### config.mk
export PLATFORM = sky130hd
export DESIGN_NAME = dmem_port_arbiter
export DESIGN_NICKNAME = d
export VERILOG_FILES = /design/src/rtl/dmem_port_arbiter.sv
export SDC_FILE = /design/constraint.sdc
export NUM_CORES = 1
export LEC_CHECK = 0
export ABC_AREA = 0
export CAP_MARGIN = 25
export CORE_ASPECT_RATIO = 2
export CORE_MARGIN = 3
export CORE_UTILIZATION = 19
export DETAILED_ROUTE_END_ITERATION = 6
export PLACE_DENSITY = 0.9
export RECOVER_POWER = 25
export SETUP_SLACK_MARGIN = 0.5
export SLEW_MARGIN = 20
export SYNTH_ARGS = -nofsm -noshare
export SYNTH_HDL_FRONTEND = slang
export SYNTH_SLANG_ARGS = --single-unit
### constraint.sdc
create_clock -name clk -period 1.04 [get_ports clk]
set_input_delay 0.208 -clock clk [delete_from_list [all_inputs] [get_ports clk]]
set_output_delay 0.208 -clock clk [all_outputs]
set_load 0.02 [all_outputs]
### src/rtl/dmem_port_arbiter.sv
// dmem_port_arbiter
//   Round-robin arbiter sharing DMEM port B between N_REQ requesters.
//   One grant per cycle, grant is combinational (ready may depend on valid).
//   Read data comes back one cycle after acceptance, flagged only on the
//   winning requester's rsp_valid bit; rsp_rdata is mem_dout passed through.
//
//   Optional feature macro: DMEM_ARB_BURST_EN
//     When defined, the last granted requester keeps priority for up to
//     BURST_LEN consecutive grants while it stays valid.
//
// Ports
//   clk, nrst                 clock, synchronous active-low reset
//   req_valid/ready/we        per-requester handshake and direction
//   req_wstrb/addr/wdata      per-requester payload, flat slices
//   rsp_valid, rsp_rdata      read response (valid one-hot, shared data)
//   mem_en/we/wstrb/addr/din  memory port drive
//   mem_dout                  memory read data (1-cycle latency)
module dmem_port_arbiter #(
  parameter int N_REQ      = 2,
  parameter int ADDR_WIDTH = 11,
  parameter int DATA_WIDTH = 32,
  parameter int BURST_LEN  = 4
) (
  input  logic                             clk,
  input  logic                             nrst,
  input  logic [N_REQ-1:0]                 req_valid,
  output logic [N_REQ-1:0]                 req_ready,
  input  logic [N_REQ-1:0]                 req_we,
  input  logic [N_REQ*DATA_WIDTH/8-1:0]    req_wstrb,
  input  logic [N_REQ*ADDR_WIDTH-1:0]      req_addr,
  input  logic [N_REQ*DATA_WIDTH-1:0]      req_wdata,
  output logic [N_REQ-1:0]                 rsp_valid,
  output logic [DATA_WIDTH-1:0]            rsp_rdata,
  output logic                             mem_en,
  output logic                             mem_we,
  output logic [DATA_WIDTH/8-1:0]          mem_wstrb,
  output logic [ADDR_WIDTH-1:0]            mem_addr,
  output logic [DATA_WIDTH-1:0]            mem_din,
  input  logic [DATA_WIDTH-1:0]            mem_dout
);
  localparam int SW = DATA_WIDTH/8;
  localparam int PW = $clog2(N_REQ);

  if (N_REQ < 2 || N_REQ > 8 || BURST_LEN < 2 || BURST_LEN > 16 ||
      (DATA_WIDTH % 8) != 0) begin : g_bad_cfg
    $error("dmem_port_arbiter: parameter out of range");
  end

  // Flat payload buses viewed as per-requester packed arrays.
  logic [N_REQ-1:0][SW-1:0]         wstrb_a;
  logic [N_REQ-1:0][ADDR_WIDTH-1:0] addr_a;
  logic [N_REQ-1:0][DATA_WIDTH-1:0] wdata_a;
  assign wstrb_a = req_wstrb;
  assign addr_a  = req_addr;
  assign wdata_a = req_wdata;

  logic [PW-1:0]    rr_ptr;
  logic [PW-1:0]    prio;
  logic [PW-1:0]    winner;
  logic [PW-1:0]    ptr_nxt;
  logic             any_valid;
  logic             accept;
  logic [N_REQ-1:0] gnt;
  logic [N_REQ-1:0] rd_pend;
  int               idx;

`ifdef DMEM_ARB_BURST_EN
  localparam int CW = $clog2(BURST_LEN+1);
  logic [PW-1:0] last_gnt;
  logic [CW-1:0] burst_cnt;
  logic [CW-1:0] cnt_nxt;
  // A burst is only "open" once it has at least one grant; a zero count
  // (after reset, an idle cycle or a completed burst) falls back to rr_ptr.
  logic          burst_hold;
  assign burst_hold = (burst_cnt != '0) && (burst_cnt < CW'(BURST_LEN)) &&
                      req_valid[last_gnt];
  assign cnt_nxt    = (winner == last_gnt) ? burst_cnt + 1'b1 : CW'(1);
`endif

  always_comb begin
    prio = rr_ptr;
`ifdef DMEM_ARB_BURST_EN
    if (burst_hold) prio = last_gnt;
`endif
    winner    = '0;
    any_valid = 1'b0;
    idx       = 0;
    for (int k = 0; k < N_REQ; k++) begin
      idx = int'(prio) + k;
      if (idx >= N_REQ) idx = idx - N_REQ;
      if (!any_valid && req_valid[idx]) begin
        any_valid = 1'b1;
        winner    = PW'(idx);
      end
    end
  end

  // Outputs are gated by nrst so nothing leaks to memory during reset.
  assign accept    = nrst && any_valid;
  assign gnt       = accept ? (N_REQ'(1) << winner) : '0;
  assign req_ready = gnt;
  assign ptr_nxt   = (winner == PW'(N_REQ-1)) ? '0 : winner + 1'b1;

  assign mem_en    = accept;
  assign mem_we    = accept && req_we[winner];
  assign mem_wstrb = accept ? wstrb_a[winner] : '0;
  assign mem_addr  = accept ? addr_a[winner]  : '0;
  assign mem_din   = accept ? wdata_a[winner] : '0;

  assign rsp_valid = nrst ? rd_pend : '0;
  assign rsp_rdata = mem_dout;

  always_ff @(posedge clk) begin
    if (!nrst) begin
      rr_ptr  <= '0;
      rd_pend <= '0;
`ifdef DMEM_ARB_BURST_EN
      last_gnt  <= '0;
      burst_cnt <= '0;
`endif
    end else begin
      rd_pend <= (accept && !req_we[winner]) ? gnt : '0;
      if (accept) rr_ptr <= ptr_nxt;
`ifdef DMEM_ARB_BURST_EN
      if (accept) begin
        last_gnt  <= winner;
        burst_cnt <= (cnt_nxt == CW'(BURST_LEN)) ? '0 : cnt_nxt;
      end else begin
        burst_cnt <= '0;
      end
`endif
    end
  end
endmodule

==> tab_implementation.tex <==
\begin{tabular}{lr}
\hline
Metric & Value \\
\hline
\multicolumn{2}{l}{\textbf{Logic synthesis}} \\
\quad Fraction of the mapped netlist area in adder cells & 0\% \\
\quad Post-synthesis sequential area ratio & 5.063\% \\
\quad Cell accounting for the most synthesized area & nand2\_1 \\
\quad Syn Area/Cell & 5.517 um2 \\
\quad Synth unique cells & 13 \\
\quad Mux contribution to synthesized area & 0\% \\
\quad Fraction of synthesized cell area taken by the top area cell type & 31.01\% \\
\quad Basic-gate share of the synthesized area counting and, or, nand and nor cells & 34.49\% \\
\quad Post-Synth XOR/XNOR Area & 0\% \\
\quad Dominant combinational cell family by area after synthesis & simple AND/OR/NAND/NOR gates \\
\quad Nets in the synthesized netlist & 347 \\
\quad Cell area after synthesis & 0.001186 mm2 \\
\quad Compound-Gate Fraction of Synth Area & 27.11\% \\
\quad YS warnings & 0 \\
\quad Synth Instances & 215 \\
\quad Synthesis-stage register bit count & 3 \\
\quad Most area-consuming cells after synthesis & nand2\_1, o22ai\_1, buf\_4, buf\_6, buf\_2 \\
\multicolumn{2}{l}{\textbf{STA}} \\
\quad Transition at the pin with the smallest max-transition slack & 366.5 ps \\
\quad Hold Worst Slack & 416.0 ps \\
\quad Worst Setup Slack, final & -541.8 ps \\
\quad Fraction of the cycle the final worst path needs & 152.1\% \\
\quad Final Critical Period & 1582 ps \\
\quad Unrepaired setup endpoints after global routing & true \\
\quad Final number of setup-violating endpoints & 52 \\
\quad Final number of max-transition violations & 0 \\
\quad Clock skew after layout & 0.4664 ps \\
\quad Worst rel slew slack & 75.31\% \\
\quad Final Hold Fails & 0 \\
\quad Upper clock frequency limit & 0.6322 GHz \\
\multicolumn{2}{l}{\textbf{GRT}} \\
\quad Aggregate global-route resource usage & 19.62\% \\
\quad Total overflow reported by the global router & 0 \\
\quad Global-route wire length before repair & 10720 um \\
\quad Number of global-route vias before repair & 2147 \\
\quad Number of antenna violations at the first check in global routing & 0 \\
\quad Largest net degree at the start of global routing & 39 \\
\multicolumn{2}{l}{\textbf{Clock network}} \\
\quad Clock net sink count & 3 \\
\quad Clock latency on the worst-skew pair & 220 ps \\
\quad Clock tree from TritonCTS & done \\
\quad Clock root buffer master & clkbuf\_16 \\
\quad Deepest clock path buffer count & 2 \\
\quad Clock transition time at the flip-flop clock pins of the worst setup and hold paths & 30 ps \\
\quad Num CTS Buffers & 3 \\
\quad Clock H-tree levels & 1 \\
\multicolumn{2}{l}{\textbf{Final layout}} \\
\quad Non-filler cells in the finished layout & 414 \\
\quad Commonest cells after routing, fill and taps aside & nand2\_1, clkdlybuf4s50\_1, buf\_6 \\
\quad Fill cell instance count of the final layout & 440 \\
\quad Share of final-layout standard cells stronger than drive strength 1 & 44.44\% \\
\quad Layout Area Growth over Synthesis & 227.7\% \\
\quad \# nets final & 484 \\
\quad Count of antenna diodes in the layout & 0 \\
\multicolumn{2}{l}{\textbf{Hold path}} \\
\quad HP Class & input pin to output pin \\
\multicolumn{2}{l}{\textbf{Setup path}} \\
\quad Crit path kind & flop to output pin \\
\quad Data arrival time at the worst-slack endpoint & 1370 ps \\
\quad R2R Path Start & prio\$\_SDFFE\_PN0N\_ \\
\quad Reg-to-Reg End & rd\_pend[1]\$\_SDFF\_PN0\_ \\
\quad CP bufs+invs & 3 \\
\quad Cell family with the largest share of critical-path delay & buffers and inverters \\
\quad Startpoint types & flop \\
\quad Launching instance or port of the critical path & prio\$\_SDFFE\_PN0N\_ \\
\quad Critical path peak fanout & 7 \\
\quad Cell breakdown of the critical path & o21ai\_4 -> buf\_6 -> buf\_16 -> o22ai\_4 -> buf\_6 \\
\quad Register-to-Register Setup Slack & -170 ps \\
\quad Worst path slowest cell & dfxtp\_4 \\
\quad Largest stage delay on the critical path & 350 ps \\
\quad Endpoint type of the worst setup path & output pin \\
\quad Data required time at the worst endpoint & 830 ps \\
\quad Cell mode on critical path & buf\_6 \\
\quad Number of cell instances on the worst register-to-register path & 6 \\
\quad Critical Path End & mem\_addr[3] \\
\quad CP Depth & 5 \\
\multicolumn{2}{l}{\textbf{Floorplanning}} \\
\quad Initial cell density of the core & 19.75\% \\
\quad Ports placed on the boundary & 217 \\
\quad Total Die Area & 0.007285 mm2 \\
\quad Area of the core & 0.006006 mm2 \\
\quad Die Height & 117.7 um \\
\quad Placement row count & 40 \\
\quad Chip width & 61.87 um \\
\multicolumn{2}{l}{\textbf{Detailed routing}} \\
\quad 1st-pass router iterations & 5 \\
\quad Via count & 2130 \\
\quad DRT iter0 DRCs & 136 \\
\quad Remaining DRCs & 0 \\
\quad Met3 WL & 561 um \\
\quad Highest metal layer with signal wires & met4 \\
\quad Average vias per placed instance & 5.145 \\
\quad Metal2 WL & 4720 um \\
\quad Post-detailed-route count of antenna-violating nets & 0 \\
\quad Wirelength, routed & 8366 um \\
\quad WL/cell & 20.21 um \\
\quad Routed metal-1 wire length & 2555 um \\
\multicolumn{2}{l}{\textbf{Outcome}} \\
\quad Failing checks & negative setup slack \\
\quad Run status & complete, but fails checks \\
\multicolumn{2}{l}{\textbf{Power}} \\
\quad Leakage power total & 0.001486 uW \\
\quad Total power per unit cell area & 713.7 mW/mm2 \\
\quad VDD IR-drop max & 0.0005244 V \\
\quad Pwr Total & 2775 uW \\
\multicolumn{2}{l}{\textbf{Place}} \\
\quad Post-DP HPWL & 4950 um \\
\quad IO Port Bufs & 152 \\
\quad Gp weighted congestion & 0.7062 \\
\quad Post-Place Cells & 387 \\
\multicolumn{2}{l}{\textbf{Run}} \\
\quad Maximum capacitance violations & 0 \\
\hline
\end{tabular}
## worst min path at each step
stage / startpoint / endpoint / cells after the start
6_report: mem_dout[15] / rsp_rdata[15] / 0
5_1_grt: mem_dout[28] / rsp_rdata[28] / 0
4_1_cts: mem_dout[3] / rsp_rdata[3] / 0
3_5_place_dp: mem_dout[3] / rsp_rdata[3] / 0
3_3_place_gp: mem_dout[3] / rsp_rdata[3] / 0
2_1_floorplan: req_we[0] / rd_pend[0]$_SDFF_PN0_ / 1
## cells in the mapped netlist (all sizes together)
master  instances
o21ai           2
nor3            2
o22ai          48
and2            2
nor2            5
inv             2
nand2          98
dfxtp           3
buf            53
## metal layers
metal	vias up	global-route usage (%)
met2	124	38.45
met4	0	10.49
met1	989	17.13
li1	970	-
met3	47	2.305
met5	-	0
## worst register-to-register path, cell delays in order (launching register included)
cell,delay (ps)
dfxtp_4,350
o21ai_4,240
buf_6,170
buf_16,140
buf_6,90
buf_6,80
nor3_2,30
## cell families (layout without fill, tap and decap cells)
kind of cell    after synthesis  count (layout)
buf+inv                      55             191
flops                         3               3
compound gates               50              50
simple gates                107             107
## through the flow
| step | util [%] | instance area [um2] | worst slack (ps) | TNS [ps] |
|---|---|---|---|---|
| after global routing | 64.73 | 3887 | -575.1 | -27890 |
| final | 64.73 | 3887 | -541.8 | -25840 |
| after global placement | 48.60 | 2919 | -1089 | -55490 |
| after floorplan | - | 1697 | -45.98 | -2041 |
| after CTS | 58.88 | 3536 | -497.2 | -23860 |
| after detailed placement | 48.60 | 2919 | -1155 | -57340 |
## flip-flops by register name, indices dropped and copies added (netlist names)
name     cells
rd_pend      2
prio         1
## where the power goes
group / switching, uW / internal, uW / total, uW
clock network: 98.1 / 505 / 603
registers: 6.80 / 122 / 129
logic: 899 / 1140 / 2040
## area by class of cell
cell class                 count  area (um2)  share of cell area (%)
clock buffer                   4       78.83                   2.028
timing repair buffer         185        2241                   57.64
multi-input combinational    157        1413                   36.34
tap                           63       78.83                   2.028
inverter                       2       11.26                  0.2897
sequential                     3       65.06                   1.674
## repair_timing
| item | CTS | global route |
|---|---|---|
| gates resized for setup | 326 | 68 |
| endpoints found under the setup margin | 56 | 56 |
| pin swaps | 13 | 30 |
| hold endpoints to repair | 0 | 0 |
| hold buffers | 0 | 0 |
| setup buffers | 9 | 1 |
| cloned | 11 | 2 |
Power figures use the tool's default switching activity.
